### config.mk
export PLATFORM = sky130hd
export DESIGN_NAME = c_reg_skid_v1_0
export DESIGN_NICKNAME = d
export VERILOG_FILES = /design/src/rtl/c_reg_skid_v1_0.sv
export SDC_FILE = /design/constraint.sdc
export NUM_CORES = 1
export LEC_CHECK = 0
export CAP_MARGIN = 20
export CELL_PAD_IN_SITES_DETAIL_PLACEMENT = 1
export CELL_PAD_IN_SITES_GLOBAL_PLACEMENT = 1
export CORE_ASPECT_RATIO = 0.9
export CORE_MARGIN = 2
export CORE_UTILIZATION = 36
export CTS_BUF_LIST = sky130_fd_sc_hd__clkbuf_4
export DETAILED_ROUTE_END_ITERATION = 10
export PLACE_DENSITY_LB_ADDON = 0.1
export SYNTH_ARGS = -nofsm -noshare
export SYNTH_HDL_FRONTEND = slang
export SYNTH_SLANG_ARGS = --single-unit
### constraint.sdc
create_clock -name CLK -period 2 [get_ports CLK]
set_clock_uncertainty 0.15 [all_clocks]
set_input_delay 0.3 -clock CLK [delete_from_list [all_inputs] [get_ports CLK]]
set_output_delay 0.3 -clock CLK [all_outputs]
set_load 0.05 [all_outputs]
### src/rtl/c_reg_skid_v1_0.sv
// c_reg_skid_v1_0
// Elastic input stage for the C_WIDTH-bit output register of a baseblock pipeline.
// A valid/ready handshake feeds a registered output word. A single skid entry
// soaks up one cycle of downstream back-pressure, so the stage holds 0, 1 or 2 words.
//
// Handshake: a word moves on a rising CLK edge when its valid and ready are both 1.
//   Upstream:   in_xfer  = D_VALID & D_READY
//   Downstream: out_xfer = Q_VALID & Q_READY
//   D_READY and Q_VALID come from registers, gated only by CE. There is no
//   combinational path from D_VALID to Q_VALID, or from Q_READY to D_READY.
//
// Ports:
//   CLK        clock, rising edge
//   ACLR_N     asynchronous reset, active low; Q and skid load C_AINIT_VAL
//   CE         clock enable (used only when C_HAS_CE != 0); 0 freezes all state
//   SINIT      synchronous init (used only when C_HAS_SINIT != 0); overrides CE,
//              loads C_SINIT_VAL into Q and empties the stage
//   D          input data
//   D_VALID    input word valid
//   D_READY    stage can accept a word
//   Q          registered output data
//   Q_VALID    Q holds a valid word
//   Q_READY    downstream accepts Q
//   OCCUPANCY  number of words held (0, 1, 2)
//   state_dbg  current FSM state (EMPTY=0, BUSY=1, FULL=2)
//
// The init values are binary strings such as "1010". The rightmost character
// is bit 0, and a string shorter than C_WIDTH is zero-extended. An empty
// string means all zeros.
module c_reg_skid_v1_0 #(
    parameter int                   C_WIDTH     = 16,
    parameter logic [8*C_WIDTH-1:0] C_AINIT_VAL = "",
    parameter logic [8*C_WIDTH-1:0] C_SINIT_VAL = "",
    parameter int                   C_HAS_CE    = 0,
    parameter int                   C_HAS_SINIT = 0
) (
    input  logic               CLK,
    input  logic               ACLR_N,
    input  logic               CE,
    input  logic               SINIT,
    input  logic [C_WIDTH-1:0] D,
    input  logic               D_VALID,
    output logic               D_READY,
    output logic [C_WIDTH-1:0] Q,
    output logic               Q_VALID,
    input  logic               Q_READY,
    output logic [1:0]         OCCUPANCY,
    output logic [1:0]         state_dbg
);

    // A string literal is right-aligned in the packed parameter. Byte i holds
    // the character for bit i, and unused leading bytes are zero.
    function automatic logic [C_WIDTH-1:0] str_to_bits(input logic [8*C_WIDTH-1:0] s);
        logic [C_WIDTH-1:0] v;
        v = '0;
        for (int i = 0; i < C_WIDTH; i++) begin
            v[i] = (s[8*i +: 8] == 8'h31);
        end
        return v;
    endfunction

    function automatic bit str_is_binary(input logic [8*C_WIDTH-1:0] s);
        bit ok;
        ok = 1'b1;
        for (int i = 0; i < C_WIDTH; i++) begin
            if (!((s[8*i +: 8] == 8'h30) || (s[8*i +: 8] == 8'h31) || (s[8*i +: 8] == 8'h00))) begin
                ok = 1'b0;
            end
        end
        return ok;
    endfunction

    if (!str_is_binary(C_AINIT_VAL)) begin : g_bad_ainit
        $fatal(1, "c_reg_skid_v1_0: C_AINIT_VAL may contain only '0' and '1'");
    end
    if (!str_is_binary(C_SINIT_VAL)) begin : g_bad_sinit
        $fatal(1, "c_reg_skid_v1_0: C_SINIT_VAL may contain only '0' and '1'");
    end

    localparam logic [C_WIDTH-1:0] AIV = str_to_bits(C_AINIT_VAL);
    localparam logic [C_WIDTH-1:0] SIV = str_to_bits(C_SINIT_VAL);

    // The state encoding equals the number of words held.
    typedef enum logic [1:0] {
        EMPTY = 2'd0,
        BUSY  = 2'd1,
        FULL  = 2'd2
    } state_t;

    state_t             state;
    logic               valid_reg;
    logic               ready_reg;
    logic [C_WIDTH-1:0] q_reg;
    logic [C_WIDTH-1:0] skid;

    logic               intCE;
    logic               intSINIT;
    logic               in_xfer;
    logic               out_xfer;
    logic [1:0]         occ_run;
    logic               load_q_d;
    logic               load_skid;
    logic               load_q_skid;
    logic [C_WIDTH-1:0] q_run;

    // CE and SINIT always appear in the logic, so an unused option simply folds away.
    assign intCE    = CE | (C_HAS_CE == 0);
    assign intSINIT = SINIT & (C_HAS_SINIT != 0);

    assign D_READY   = ready_reg & intCE;
    assign Q_VALID   = valid_reg & intCE;
    assign Q         = q_reg;
    assign OCCUPANCY = state;
    assign state_dbg = state;

    assign in_xfer  = D_VALID & D_READY;
    assign out_xfer = Q_VALID & Q_READY;

    // Word count after this edge when CE=1 and SINIT is inactive.
    assign occ_run = state + {1'b0, in_xfer} - {1'b0, out_xfer};

    // Q takes D when it is empty or is being drained in the same cycle. A word
    // that arrives while Q is stalled goes to skid. Skid refills Q when the
    // full stage is drained.
    assign load_q_d    = in_xfer & (~valid_reg | out_xfer);
    assign load_skid   = in_xfer & valid_reg & ~out_xfer;
    assign load_q_skid = out_xfer & ~ready_reg;
    assign q_run       = load_q_d ? D : (load_q_skid ? skid : q_reg);

    // Next-state selection uses conditional operators so that an X on a
    // handshake, CE or SINIT propagates into the state registers.
    always_ff @(posedge CLK or negedge ACLR_N) begin
        if (!ACLR_N) begin
            state     <= EMPTY;
            valid_reg <= 1'b0;
            ready_reg <= 1'b0;
            q_reg     <= AIV;
            skid      <= AIV;
        end else begin
            state     <= state_t'(intSINIT ? 2'd0 : (intCE ? occ_run : state));
            valid_reg <= intSINIT ? 1'b0 : (intCE ? (occ_run != 2'd0) : valid_reg);
            ready_reg <= intSINIT ? 1'b1 : (intCE ? (occ_run != 2'd2) : ready_reg);
            q_reg     <= intSINIT ? SIV  : (intCE ? q_run : q_reg);
            skid      <= (~intSINIT & intCE & load_skid) ? D : skid;
        end
    end

endmodule

==> impl_results.md <==
- Adder-cell area share of the yosys netlist: 1.56%
- Initial antenna violation count: 0
- Area grow syn2layout: 42.4%
- Peak supply drop: 0.716 mV
- Syn_area_per_cell: approximately 15 um2
- Reg clk slew, reported paths: 0.11 ns
- Static leakage: 0.00108 uW
- Complex-gate fraction of the synthesized area: 1.17%
- CTS buffer count: 5
- End of the critical path: Q[10]
- Cell count after synthesis: 107
- Largest net degree at the start of global routing: 27
- Core box area: 4370 um2
- Switching power total: 1700 uW
- CTS tree: built
- Nets@finish: 185
- Max cap viols: 0
- Routed length per instance: between 15 and 20 um
- DRT Pass-1 Iters: 4
- Die footprint: 5000 um2
- DRC Markers: 0
- Most frequent cells in the layout: mux2_2 (44), dfrtp_1 (35), clkdlybuf4s50_1 (21), dlymetal6s2s_1 (13), buf_4 (11)
- Fmax: 516 MHz
- Yosys reg bits: 36
- DRT iter0 DRCs: 9
- Vias per cell: about 4.7
- Horiz. Die Dim: 74.3 um
- First-pass GRT wire length: between 5 and 6 mm
- Reg-to-reg endpoint: D_READY
- Worst-margin pin slew: 0.584 ns
- Commonest non-fill, non-tap cell in the layout: mux2_2
- Layout cell share with drive strength beyond 1: 45.7%
- Xor/xnor share of the synthesized area: 1.09%
- Synth top area share: 56.2%
- Yosys top cell by area: dfrtp_1
- Max stage delay on crit path: 0.80 ns
- Sw Share: 42.1%
- Reg2reg setup slack: 0.12 ns
- GR Overflow Total: 0
- Mapped Nets: 131
- Crit start category: register
- # rows: 23
- Crit-path leading delay family: buffers and inverters
- Mapped cell area: roughly 1600 um2
- Status: finished, final reports clean
- Num ports: 44
- FF-to-FF Start: Q_VALID
- PD cells: 1770 nW/um2
- Hold Crit Class: input pin to async pin
- Seq/Total Area, Yosys: 56.2%
- Number of global-route vias before repair: around 1200
- Clock Root Buffer: clkbuf_4
- Critical path class: register to output pin
- Placer Congestion: 0.721
- Combinational share of power: 55.5%
- Crit. Startpoint: Q[10]
- R2R cell count: 7
- Final wirelength: between 3 and 4 mm
- Power Internal: 2340 uW
- Pre-CTS WS: -0.171 ns
- CP Cell Sequence: clkdlybuf4s50_1
- Ys Warns: 0
- Placed cell areas: between 2000 and 2500 um2
- Worst EP arrival: 1.49 ns
- Clock share of power: about an eighth
- Largest family of logic cells by synthesized area: multiplexers
- ANT nets after route: 0
- Rel. slew slack: 61.0%
- CP max stage cell: clkdlybuf4s50_1
- Max Transition Viols Final: 0
- Minimum clock period: 1.94 ns
- Unique cell type count in the Yosys netlist: 20
- Largest cells by area after synthesis: dfrtp_1 (56%), mux2_2 (31%), ha_1 (1.6%), buf_4 (1.4%), mux2i_1 (1.2%)
- Critical Path RT: 1.55 ns
- CP max FO: 2
- Sequential fraction of design power: 32.4%
- Cells after DPL: 215
- Crit. path cell count: 1
- Synth Area in Simple Gates: 4.92%
- Antenna cells: 0
- Initial Utilization: 36.6%
- Die height: a little under 70 um
- Clk_lat worst skew: 0.34 ns
- CP Capture Type: output pin
- Clock sink total: 36
- Post-route design area: 2280 um2
- Number of buffers added on ports: 41
- CP bufs+invs: 1
- Tot GR Track Use: 15.5%
- Final Instance Count excl. Fillers: approximately 220
- Final Setup Violations: 0
- RSZ-0062 raised after global routing: no
- Max H-tree Level: 2
- Via count: 1046
- WHS: 0.344 ns
- Fin crit share: between 90 and 100%
- Multiplexer area fraction after synthesis: 32.2%
- Min setup slack post-route: a little over 0.06 ns
- Clk buf depth: 2
- Hold Vio Cnt, Final: 0
- Dpl hpwl: 2.49 mm
-- cell usage after synthesis --
cell / instances
xor2_1: 1
buf_2: 1
buf_6: 1
nand3_2: 1
nand3b_1: 1
dfrtp_1: 36
inv_1: 2
and2b_2: 1
mux2i_1: 2
buf_4: 3
or2_2: 2
nor3_1: 2
and2_1: 1
a21oi_2: 1
nand2_4: 1
nand2b_1: 2
xnor2_1: 1
a21oi_1: 2
mux2_2: 44
ha_1: 2
-- through the flow --
step / TNS (ns) / util [%] / power (uW)
after CTS: 0 / 51.4 / 4140
after detailed placement: -2.06 / 49.6 / 3640
after global routing: 0 / 52.2 / 4310
after floorplan: -0.0807 / - / 2910
final: 0 / 52.2 / 4040
after global placement: -1.51 / 49.6 / 3550
-- area by class of cell --
| cell class | instances | area [um2] |
|---|---|---|
| Clock inverter | 3 | 37.5 |
| Inverter | 2 | 7.51 |
| Clock buffer | 5 | 37.5 |
| Timing Repair Buffer | 52 | 537 |
| Multi-Input combinational cell | 64 | 683 |
| Fill cell | 460 | 2090 |
| Sequential cell | 36 | 902 |
| Tap cell | 62 | 77.6 |
-- worst min-delay path by stage --
stage                      start        to  slack (ns)
after floorplan           ACLR_N   D_READY       -0.15
after global placement    ACLR_N      Q[2]        0.18
after detailed placement  ACLR_N      Q[2]        0.19
after CTS                 ACLR_N  skid[14]        0.35
after global routing      ACLR_N  skid[14]        0.39
final                     ACLR_N  skid[14]        0.34
-- logic make-up after synthesis --
| group | Yosys count |
|---|---|
| compound gates | 3 |
| xor+xnor | 2 |
| fa+ha+maj | 2 |
| buf+inv | 7 |
| flops | 36 |
| mux | 46 |
| simple gates | 11 |
-- flip-flops by register name, summed over array words and instances (netlist names) --
| register | flops |
|---|---|
| OCCUPANCY | 2 |
| skid | 16 |
| D_READY | 1 |
| Q | 16 |
| Q_VALID | 1 |
-- power groups by stage --
stage                     Sequential (uW)  Clock (uW)  Combinational [uW]
final                                1310         491                2240
after global routing                 1370         545                2390
after CTS                            1320         516                2300
after detailed placement             1340           0                2310
after global placement               1300           0                2250
after floorplan                      2000           0                 909
-- per-layer routing --
metal,track usage [%],part of all wire [%],vias up
li1,-,-,479
met2,27.0,51,30
met1,17.6,43,530
met4,7.81,1.5,0
met5,0,0,-
met3,4.03,5.0,7
-- timing repair --
action | 4_1_cts | 5_1_grt
setup endpoints to repair | 3 | 13
resized for setup | 3 | 13
hold endpoints to repair | 24 | 0
hold buffers | 1 | 0
setup buffers | 0 | 0
(Power assumes the default switching activity.)
